## src/rtl/uart_tx.sv

```systemverilog
// UART transmit serializer: start bit, 8 data bits LSB first, optional parity, one stop bit.
// Each bit is held for CLKS_PER_BIT clocks; tx_out and busy are registered.
module uart_tx #(
    parameter int CLKS_PER_BIT = 16,
    parameter int DATA_WIDTH   = 8
) (
    input  logic       clk,
    input  logic       rst_n,
    input  logic [7:0] p_data,
    input  logic       data_valid,
    input  logic       par_en,
    input  logic       par_typ,
    output logic       tx_out,
    output logic       busy
);

    typedef enum logic [2:0] {
        S_IDLE,
        S_START,
        S_DATA,
        S_PARITY,
        S_STOP
    } state_t;

    localparam logic [15:0] LP_LAST = 16'(CLKS_PER_BIT - 1);

    state_t      r_state;
    logic [15:0] r_cnt;
    logic [2:0]  r_idx;
    logic [7:0]  r_shift;
    logic        r_par_en;
    logic        r_par_bit;
    logic        r_tx;
    logic        r_busy;

    state_t      w_state;
    logic [15:0] w_cnt;
    logic [2:0]  w_idx;
    logic [2:0]  w_idx_inc;
    logic [7:0]  w_shift;
    logic        w_par_en;
    logic        w_par_bit;
    logic        w_tx;
    logic        w_busy;
    logic        w_bit_end;

    assign w_bit_end = (r_cnt == LP_LAST);
    assign w_idx_inc = r_idx + 3'd1;

    always_ff @(posedge clk) begin
        if (!rst_n) begin
            r_state   <= S_IDLE;
            r_cnt     <= '0;
            r_idx     <= '0;
            r_shift   <= '0;
            r_par_en  <= 1'b0;
            r_par_bit <= 1'b0;
            r_tx      <= 1'b1;
            r_busy    <= 1'b0;
        end else begin
            r_state   <= w_state;
            r_cnt     <= w_cnt;
            r_idx     <= w_idx;
            r_shift   <= w_shift;
            r_par_en  <= w_par_en;
            r_par_bit <= w_par_bit;
            r_tx      <= w_tx;
            r_busy    <= w_busy;
        end
    end

    always_comb begin
        w_state   = r_state;
        w_cnt     = w_bit_end ? 16'd0 : r_cnt + 16'd1;
        w_idx     = r_idx;
        w_shift   = r_shift;
        w_par_en  = r_par_en;
        w_par_bit = r_par_bit;
        w_tx      = r_tx;
        w_busy    = r_busy;

        case (r_state)
            S_IDLE: begin
                w_cnt  = 16'd0;
                w_tx   = 1'b1;
                w_busy = 1'b0;
                if (data_valid) begin
                    // Parity comes from the byte as latched, so later p_data changes cannot leak in.
                    w_shift   = p_data;
                    w_par_en  = par_en;
                    w_par_bit = (^p_data) ^ par_typ;
                    w_state   = S_START;
                    w_tx      = 1'b0;
                    w_busy    = 1'b1;
                end
            end
            S_START: begin
                if (w_bit_end) begin
                    w_state = S_DATA;
                    w_idx   = 3'd0;
                    w_tx    = r_shift[0];
                end
            end
            S_DATA: begin
                if (w_bit_end) begin
                    if (r_idx != 3'd7) begin
                        w_idx = w_idx_inc;
                        w_tx  = r_shift[w_idx_inc];
                    end else if (r_par_en) begin
                        w_state = S_PARITY;
                        w_tx    = r_par_bit;
                    end else begin
                        w_state = S_STOP;
                        w_tx    = 1'b1;
                    end
                end
            end
            S_PARITY: begin
                if (w_bit_end) begin
                    w_state = S_STOP;
                    w_tx    = 1'b1;
                end
            end
            S_STOP: begin
                if (w_bit_end) begin
                    w_state = S_IDLE;
                    w_tx    = 1'b1;
                    w_busy  = 1'b0;
                end
            end
            default: begin
                w_state = S_IDLE;
                w_tx    = 1'b1;
                w_busy  = 1'b0;
            end
        endcase
    end

    assign tx_out = r_tx;
    assign busy   = r_busy;

endmodule

```

## config.mk

```make
export PLATFORM = sky130hd
export DESIGN_NAME = uart_tx
export DESIGN_NICKNAME = d
export VERILOG_FILES = /design/src/rtl/uart_tx.sv
export SDC_FILE = /design/constraint.sdc
export NUM_CORES = 1
export LEC_CHECK = 0
export CORE_ASPECT_RATIO = 0.6
export CORE_MARGIN = 2
export CORE_UTILIZATION = 45
export CTS_BUF_LIST = sky130_fd_sc_hd__clkbuf_16
export CTS_CLUSTER_SIZE = 8
export DETAILED_ROUTE_END_ITERATION = 10
export GPL_TIMING_DRIVEN = 0
export PLACE_DENSITY_LB_ADDON = 0.08
export SETUP_SLACK_MARGIN = 0.1
export SYNTH_ARGS = -nofsm -noshare
export SYNTH_HDL_FRONTEND = slang
export SYNTH_SLANG_ARGS = --single-unit
```

## constraint.sdc

```tcl
create_clock -name clk -period 2.15 [get_ports clk]
set_input_delay 0.3225 -clock clk [delete_from_list [all_inputs] [get_ports clk]]
set_output_delay 0.3225 -clock clk [all_outputs]
set_load 0.05 [all_outputs]
```

# Yosys cells after proc, flatten, opt, wreduce, memory -nomap -nowiden
# Cells that the tools add are included.
dict set report op_classes {
  add_sub_neg 2
  order_cmp 1
  n_eq_ne 14
  mux 23
  bitwise_logic 3
  reduce_logical 11
}
# operator n
set ops {}
lappend ops {{$mux W3} 9}
lappend ops {{$add A16 B1 Y16 const B} 1}
lappend ops {{$eq A16 B4 Y1 const B} 1}
lappend ops {{$pmux W3 S5} 1}
lappend ops {{$ne A2 B2 Y1 const B} 7}
lappend ops {{$mux W1} 9}
lappend ops {{$reduce_xor A8 Y1} 1}
lappend ops {{$eq A3 B2 Y1 const B} 2}
lappend ops {{$pmux W3 S2} 1}
lappend ops {{$reduce_and A6 Y1} 1}
lappend ops {{$reduce_or A3 Y1} 2}
lappend ops {{$lt A3 B4 Y1 const B} 1}
lappend ops {{$pmux W1 S4} 1}
lappend ops {{$reduce_and A2 Y1} 2}
lappend ops {{$reduce_and A4 Y1} 1}
lappend ops {{$add A3 B1 Y3 const B} 1}
lappend ops {{$bmux W1 S3} 1}
lappend ops {{$eq A3 B1 Y1 const B} 1}
lappend ops {{$eq A3 B3 Y1 const B} 1}
lappend ops {{$logic_not A3 Y1} 1}
lappend ops {{$ne A3 B3 Y1 const B} 1}
lappend ops {{$pmux W1 S3} 1}
lappend ops {{$reduce_and A3 Y1} 1}
lappend ops {{$ne A2 B1 Y1 const B} 1}
lappend ops {{other kinds (4)} 5}
dict set report totals {
  ff_bits 34
  inputBits 13
  output_inout_bits 2
  elab_cells 62
}

# Depth between registers and ports, before layout
# Gate-level depths: netlist of run 1.
dict set report depth {
  depth_word 6
  mapped_depth 7
  depth_no_buf 6
}

# Least setup slack after synthesis of run 1
# OpenSTA, ideal clock, no wires.
dict set report synth_path {
  path_type {register to register}
  start {reg r_idx[0]}
  end {reg r_tx (netlist: tx_out)}
  setup_time_ps 126
  arrival_time_ps 1715
  required_ps 2024
  slack_ps 309
  path_stages_with_launch 6
  synth_period_minus_slack_ps 1841
  cell_sequence {dfxtp_1 ha_1 mux2_2 mux4_2 o221ai_1 a31oi_1}
}
dict set report synth_via {
  elab_chain_cells 6
  word_cells_on_any_way 7
}
# element line
set synth_rtl {}
lappend synth_rtl {{start: declaration} 29} ;# logic [2:0] r_idx;
lappend synth_rtl {{start signal: assignment} 63} ;# r_idx <= w_idx;
lappend synth_rtl {{$add A3 B1 Y3} 48} ;# assign w_idx_inc = r_idx + 3'd1;
lappend synth_rtl {{$bmux W1 S3} 108} ;# w_tx = r_shift[w_idx_inc];
lappend synth_rtl {{$mux W1 (not written as such)} 108}
lappend synth_rtl {{$mux W1 (*)} 106} ;# if (r_idx != 3'd7) begin
lappend synth_rtl {{$mux W1 (*)} 105} ;# if (w_bit_end) begin
lappend synth_rtl {{$pmux W1 S4 (*)} 82} ;# case (r_state)
lappend synth_rtl {{end signal: assignment} 67} ;# r_tx <= w_tx;
lappend synth_rtl {{end: declaration} 33} ;# logic r_tx;
# Mark *: on every way between the ends. The rest lies on a longest branch, timed or not. The select of a mux whose other input is x is not followed.
# A chain may end at the register's enable or synchronous reset.

# Final worst setup path of run 1
# Ends and elaborated chain as after synthesis.

==> results of run 1 <==
-- metrics by stage --
| stage | setup WS [ns] | util | hold slack, ns | setup TNS, ns |
|---|---|---|---|---|
| 2_1_floorplan | 0.309 | - | 0.426 | 0 |
| 4_1_cts | 0.121 | 0.563 | 0.464 | 0 |
| 3_3_place_gp | 0.0208 | 0.525 | 0.439 | 0 |
| 5_1_grt | 0.110 | 0.572 | 0.492 | 0 |
| 3_5_place_dp | -0.00495 | 0.525 | 0.451 | -0.00495 |
| 6_report | 0.236 | 0.572 | 0.460 | 0 |
-- Yosys cell counts, types with 2 or more instances --
master and number:
a21oi_1 8, nor3b_1 4, xor2_1 10, and3_1 3, and4_1 3, nand4_1 5
dfxtp_1 34, a21boi_0 12, nor4_1 3, nor2_1 14, o221ai_1 2, buf_6 2
or4b_1 2, nand2b_1 3, clkbuf_1 5, mux2_2 4, buf_2 3, nand2_1 27
or3_1 6, inv_1 5, o21ai_0 10, xnor2_1 6, ha_1 4, nand3_1 8
-- routing by layer --
metal | global-route usage | vias to the layer above
met5 | 0 | -
met4 | 0.0806 | 0
met3 | 0.0492 | 7
met2 | 0.255 | 42
met1 | 0.275 | 664
li1 | - | 734
-- repair_timing --
item                       in CTS  in global routing
gates resized for setup         1                  6
pin swaps                       0                  0
gates cloned                    0                  0
buffers inserted                0                  1
setup endpoints to repair      10                 18
-- worst max path at each step --
stage	from	to	slack [ns]
CTS	r_cnt[0]	r_cnt[9]	0.12
global route	r_idx[0]	tx_out	0.11
floorplan	r_idx[0]	tx_out	0.31
global placement	data_valid	r_par_bit	0.02
detailed placement	data_valid	r_par_bit	-0.005
finish	r_idx[0]	tx_out	0.24
-- cell type report --
cell class,count,share of cell area
Tap cell,47,0.0279
Clock buffer,5,0.0594
Buffer,10,0.0279
Multi-Input combinational cell,148,0.477
Inverter,5,0.00891
Sequential cell,34,0.323
Timing Repair Buffer,15,0.0701
Clock inverter,3,0.00594
-- power groups by stage --
| stage | sequential [mW] | clock, mW | combinational, mW |
|---|---|---|---|
| 6_report | 0.661 | 0.664 | 0.154 |
| 5_1_grt | 0.663 | 0.714 | 0.169 |
| 4_1_cts | 0.660 | 0.683 | 0.151 |
| 3_5_place_dp | 0.673 | 0 | 0.149 |
| 3_3_place_gp | 0.673 | 0 | 0.146 |
| 2_1_floorplan | 0.680 | 0 | 0.0846 |
-- layout by cell type, fill, tap and decap left out, types with 2 or more instances in the layout --
cell,netlist,final
dfxtp_1,34,34
nand2_1,27,27
nor2_1,14,14
clkdlybuf4s50_1,0,14
a21boi_0,12,12
xor2_1,10,10
o21ai_0,10,10
a21oi_1,8,8
nand3_1,8,7
inv_1,5,6
xnor2_1,6,6
or3_1,6,6
nand4_1,5,5
clkbuf_16,0,5
nor3b_1,4,4
mux2_2,4,4
clkbuf_1,5,3
and3_1,3,3
buf_2,3,3
nor4_1,3,3
and4_1,3,3
nand2b_1,3,3
ha_1,4,3
buf_6,2,2
clkbuf_2,0,2
or4b_1,2,2
o221ai_1,2,2
-- sequential cells by signal, summed over array words and instances, names as in the netlist --
register   cells
r_shift        8
r_idx          3
r_cnt         16
r_par_bit      1
r_state        3
tx_out         1
busy           1
r_par_en       1
-- kinds of logic (layout without fill, tap and decap cells) --
family / Yosys count / count (layout)
mux: 5 / 5
flops: 34 / 34
simple gates: 85 / 85
xor+xnor: 17 / 17
fa+ha+maj: 4 / 4
buf+inv: 15 / 38
compound gates: 37 / 37
==> metrics.md, run 1 <==
| Metric | Value |
|---|---|
| Status | complete, no violations |
| Max layer used | met4 |
| Cell area after synthesis | 1730 um^2 |
| Mean post-synth cell area | between 8 and 9 um^2 |
| Cell taking the most area after synthesis | dfxtp_1 |
| Met3 Wirelength | 211 um |
| Normalized max-slew margin | 0.614 |
| Global routing usage summed across all routing layers | 0.187 |
| Worst hold path stage count | 1 |
| Type of element capturing the critical path | register |
| Relative contribution of the clock network to total power | 0.449 |
| Most instantiated flip-flop cell in the synthesis netlist | dfxtp_1 |
| Capturing point of the worst reg2reg path | tx_out |
| Proportion of layout cells with a drive suffix above 1 | 0.109 |
| Post-CTS clock slew at the launch and capture registers of the worst setup and hold paths | 0.05 ns |
| Top Family by Delay on Critical Path | multiplexers |
| Post-route fraction of the period consumed by the critical path | 0.890 |
| DP HPWL | 2660 um |
| Data required, critical path | about 2.3 ns |
| Total of warnings raised by yosys | 0 |
| Number of buffers inserted by port buffering | 14 |
| Sinks on the clock net | 34 |
| Number of nets produced by synthesis | 214 |
| Number of non-filler instances in the completed layout | 267 |
| Met2 layer wire length in the routed design | about 1400 um |
| DRC violation count after routing | 0 |
| Starting Density | 0.471 |
| Floorplan die height | around 52 um |
| I/O pin count | 15 |
| # diodes | 0 |
| Total instance count after detailed placement | ~260 |
| Std-Cell Core Area | 3680 um^2 |
| Final Cell Area | 2110 um^2 |
| Area of the die | around 4400 um^2 |
| Pin count of the biggest net entering global routing | 11 |
| Total area of multi-input combinational cells | about 1000 um^2 |
| GR Overflow Total | 0 |
| Total wire length after detailed routing | approximately 3600 um |
| Adder-cell share of the synthesized area | 0.0289 |
| Number of enable flip-flop cells after synthesis | 0 |
| First-iteration detailed-routing DRC count | 37 |
| Sw Ratio | 0.227 |
| Layout overhead on the synthesized area | 21.5% |
| Hold-fix buffers, CTS | 0 |
| Final setup vio count | 0 |
| Tmin final | around 1.9 ns |
| Crit-path max FO | 5 |
| Post-synthesis instance total | 197 |
| Number of global-route vias before repair | about 1300 |
| Fraction of the mapped netlist area in compound gates | 0.136 |
| Count of TritonRoute iterations in the first routing pass | 6 |
| Actual slew at the worst max-slew pin | about 0.58 ns |
| Final hold violation count | 0 |
| Global placement routability congestion | just under 0.8 |
| Delay of the slowest cell on the worst path | roughly 0.47 ns |
| Logic depth of the worst register-to-register path | 5 |
| Power per cell area | 702 nW/um^2 |
| Setup Skew | 0.00323 ns |
| Seq/Total Area, Yosys | 0.393 |
| Most area-consuming cells after synthesis | dfxtp_1, nand2_1, a21boi_0 |
| Post-Synth Simple-Gate Area | 0.266 |
| Seq pwr share | 0.447 |
| Placed cell area | ~1900 um^2 |
| Standard-cell row count | 17 |
| Share of the synthesized area in the top cell type | 0.393 |
| Buffer and inverter count on the worst path | 0 |
| Part of the power in combinational logic | 0.104 |
| Cell-by-cell trace of the critical path | ha_4 > mux2_2 > mux4_2 > o221ai_1 > a31oi_1 |
| First-pass GRT wire length | roughly 6200 um |
| Remaining antenna violation count | 0 |
| Clock latency at the later pin of the worst-skew pair | 0.27 ns |
| Largest family of logic cells by synthesized area | simple AND/OR/NAND/NOR gates |
| Mux share of post-synthesis cell area | 0.0390 |
| Final Power | 1.48 mW |
| Number of library cell types mapped by synthesis | 38 |
| Min-Delay Startpoint | r_cnt[0] |
| Worst setup path category | register to register |
| Master of the slowest instance on the critical path | mux4_2 |
| Worst hold endpoint | r_cnt[0] |
| Hold Crit Class | register to register |
| Cell Int Power | between 1 and 1.5 mW |
| Kind of start point of the critical path | register |
| Post-synthesis share of cell area spent on xor and xnor gates | 0.0939 |
| CTS HTree Levels | 2 |
| Final-layout fill cell count | 337 |
| Antenna violations before repair | 0 |
| Worst voltage drop across the vdd grid | around 0.00038 V |
| Total number of nets in the final design | 236 |
| Final max-slew violation count | 0 |
| Length of routed wiring on met1 | 1970 um |
| Arrival time reported for the critical path endpoint | approximately 2.1 ns |
| Detail-routed net length per standard cell | 13.6 um |
| Stages on the worst setup path | 5 |
| Leak Pwr | 0.786 nW |
| Number of buffers created by CTS | 5 |
| Via count | approximately 1400 |
| Register-to-register setup slack | between 0.2 and 0.25 ns |
| Flip-flop and latch area | between 600 and 700 um^2 |
| RR Startpoint | r_idx[0] |
| CTS root buf | clkbuf_16 |
| Horizontal die dimension | between 80 and 90 um |
| Share of async-settable or async-resettable flops after synthesis | 0 |
| MaxCap Viol Count | 0 |
| Max Fclk | about 520 MHz |
| TritonCTS clock tree | built |
| Maximum number of buffers from clock root to sink | 2 |
| Synthesis-stage register bit count | 34 |
| Via density per instance | 5.42 |
| RSZ-0062 raised after global routing | no |
| Switching power summed over all nets | about 340 uW |
(Power assumes the default switching activity.)
==> run 2, diff against run 1 <==
- CORE_MARGIN: 2 -> unset
==> run 2 against run 1 <==
  * Clock skew is 0.00073 ns higher
  * Die area is 6.1% lower
  * Clock power increased by 1%
  * Combinational power hardly changed
  * Critical path depth unchanged
  * Critical endpoint unchanged
==> metrics.md, run 2 (synthesis gave the netlist of run 1 again) <==
| Metric | Value |
|---|---|
| Remaining antenna violation count | 0 (unchanged) |
| Hold_ws | 0.428 ns (-0.0322 ns) |
| Total wire length after detailed routing | 3730 um (+2.6%) |
| GR Overflow Total | 0 (unchanged) |
| Area of the die | 4110 um^2 (-6.1%) |
| Count of TritonRoute iterations in the first routing pass | 4 (-2) |
| Horizontal die dimension | 82.1 um (-2.4%) |
| Post-route fraction of the period consumed by the critical path | 0.905 (+0.0141) |
| Global placement routability congestion | 0.749 (-4.9%) |
| Arrival time reported for the critical path endpoint | 2.10 ns (+0.03 ns) |
| Final max-slew violation count | 0 (unchanged) |
| DRC violation count after routing | 0 (unchanged) |
| Standard-cell row count | 17 (unchanged) |
| CTS HTree Levels | 2 (unchanged) |
| Crit-path max FO | 5 (unchanged) |
| Number of buffers created by CTS | 5 (unchanged) |
| Capturing point of the worst reg2reg path | tx_out |
| Most common cell after layout, fill and taps aside | dfxtp_1 |
| Proportion of layout cells with a drive suffix above 1 | 0.127 (+0.0182) |
| Status | complete, no violations |
| Actual slew at the worst max-slew pin | 0.595 ns (+0.0180 ns) |
| Via count | 1434 (-0.90%) |
| Power per cell area | 705 nW/um^2 (+0.36%) |
| Worst voltage drop across the vdd grid | 0.000473 V (+26%) |
| Worst hold path stage count | 1 (unchanged) |
| Final Power | 1.49 mW (+0.59%) |
| Hold-fix buffers, CTS | 0 (unchanged) |
| Setup slack at placement | -0.0138 ns (-0.00886 ns) |
| Top register by number of flip-flops | r_cnt |
| Tmin final | 1.94 ns (+0.0304 ns) |
| Worst setup path category | register to register |
| Data required, critical path | 2.31 ns (about the same) |
| First-iteration detailed-routing DRC count | 59 (+59%) |
| Type of element capturing the critical path | register |
| Global routing usage summed across all routing layers | 0.214 (+0.0262) |
| Total number of nets in the final design | 237 (+0.42%) |
| Final-layout fill cell count | 314 (-6.8%) |
| DP HPWL | 2760 um (+3.7%) |
| Antenna violations before repair | 0 (unchanged) |
| Setup slack of the critical path after layout | 0.205 ns (-0.0304 ns) |
| Normalized max-slew margin | 0.602 (-0.0120) |
| Std-Cell Core Area | 3680 um^2 (unchanged) |
| Final setup vio count | 0 (unchanged) |
| First-pass GRT wire length | 6420 um (+3.4%) |
| Detail-routed net length per standard cell | 14.0 um (+2.6%) |
| Pin count of the biggest net entering global routing | 11 (unchanged) |
| Leak Pwr | 0.787 nW (+0.18%) |
| Number of buffers inserted by port buffering | 14 (unchanged) |
| # diodes | 0 (unchanged) |
| MaxCap Viol Count | 0 (unchanged) |
| Post-CTS clock slew at the launch and capture registers of the worst setup and hold paths | 0.05 ns (about the same) |
| Highest-count cells in the layout ignoring fill and taps | dfxtp_1, nand2_1, nor2_1, clkdlybuf4s50_1, a21boi_0 |
| Register-to-register setup slack | 0.21 ns (-0.03 ns) |
| Sinks on the clock net | 34 (unchanged) |
| Final hold violation count | 0 (unchanged) |
| Min-Delay Startpoint | r_cnt[0] |
| Via density per instance | 5.37 (-0.90%) |
| Flip-flop count of the largest register, all copies and words added | 16 (unchanged) |
| Starting Density | 0.471 (unchanged) |
| Sum of negative setup slack | 0 ns (unchanged) |
| RSZ-0062 raised after global routing | no |
| Setup Skew | 0.00395 ns (+0.000726 ns) |
| Number of global-route vias before repair | 1381 (+4.9%) |
| RR Startpoint | r_idx[0] |
| Layout overhead on the synthesized area | 21.8% |
| Maximum number of buffers from clock root to sink | 2 (unchanged) |
| Floorplan die height | 50.1 um (-3.8%) |
| Top flop regs | r_cnt x16, r_shift x8 |
| Logic depth of the worst register-to-register path | 5 (unchanged) |
| Worst hold endpoint | r_cnt[0] |
| Kind of start point of the critical path | register |
| Hold Crit Class | register to register |
| TritonCTS clock tree | built |
| Clock latency at the later pin of the worst-skew pair | 0.28 ns (about the same) |
| CTS root buf | clkbuf_16 |
| Max Fclk | 514 MHz (-1.6%) |
| I/O pin count | 15 (unchanged) |
## run 2: per-stage QoR
stage | cell area (um^2) | std cells | util
floorplan | 1730 | 197 | -
global placement | 1930 | 258 | 0.525
detailed placement | 1930 | 258 | 0.525
CTS | 2070 | 265 | 0.562
global route | 2110 | 267 | 0.574
finish | 2110 | 267 | 0.574
## run 2: worst max-delay path by stage
stage | startpoint | endpoint | slack, ns | depth (start not counted)
floorplan | r_idx[0] | tx_out | 0.31 | 5
global placement | data_valid | r_par_bit | 0.02 | 5
detailed placement | data_valid | r_par_bit | -0.01 | 5
CTS | r_cnt[0] | r_state[0] | 0.15 | 7
global route | r_cnt[1] | r_idx[0] | 0.1 | 7
finish | r_idx[0] | tx_out | 0.21 | 5
## run 2: report_power, final
| part | internal (mW) | total, mW | switching [mW] | leakage, nW |
|---|---|---|---|---|
| Combinational | 0.0761 | 0.154 | 0.0774 | 0.441 |
| Clock | 0.418 | 0.673 | 0.256 | 0.0694 |
| Sequential | 0.650 | 0.661 | 0.0111 | 0.277 |
| Total | 1.14 | 1.49 | 0.344 | 0.787 |
## run 2: metal layers
layer | global-route usage | wire (um) | vias to the layer above
met2 | 0.307 | 1540 | 22
met1 | 0.299 | 2010 | 672
met3 | 0.0556 | 122 | 7
li1 | - | - | 733
met4 | 0.0877 | 53 | 0
met5 | 0 | 0 | -
## run 2: cell type report
cell class | count | area, um^2 | area share
well taps | 47 | 58.8 | 0.0279
flip-flops and latches | 34 | 682 | 0.323
clock inverters | 2 | 10.0 | 0.00474
clock buffers | 5 | 125 | 0.0593
inverters | 5 | 18.8 | 0.00889
repair buffers | 16 | 155 | 0.0735
multi-input cells | 148 | 1000 | 0.474
plain buffers | 10 | 61.3 | 0.0290
## run 2: critical path, cell delays in order, from the launching register on
cell and delay [ns]:
dfxtp_1 0.34, ha_2 0.38, mux2_2 0.35, mux4_2 0.49, o221ai_2 0.17, a31oi_1 0.10
## run 2: what timing repair did
action | in CTS | in global routing
resized for setup | 1 | 9
buffers inserted | 0 | 2
setup endpoints to repair | 10 | 16
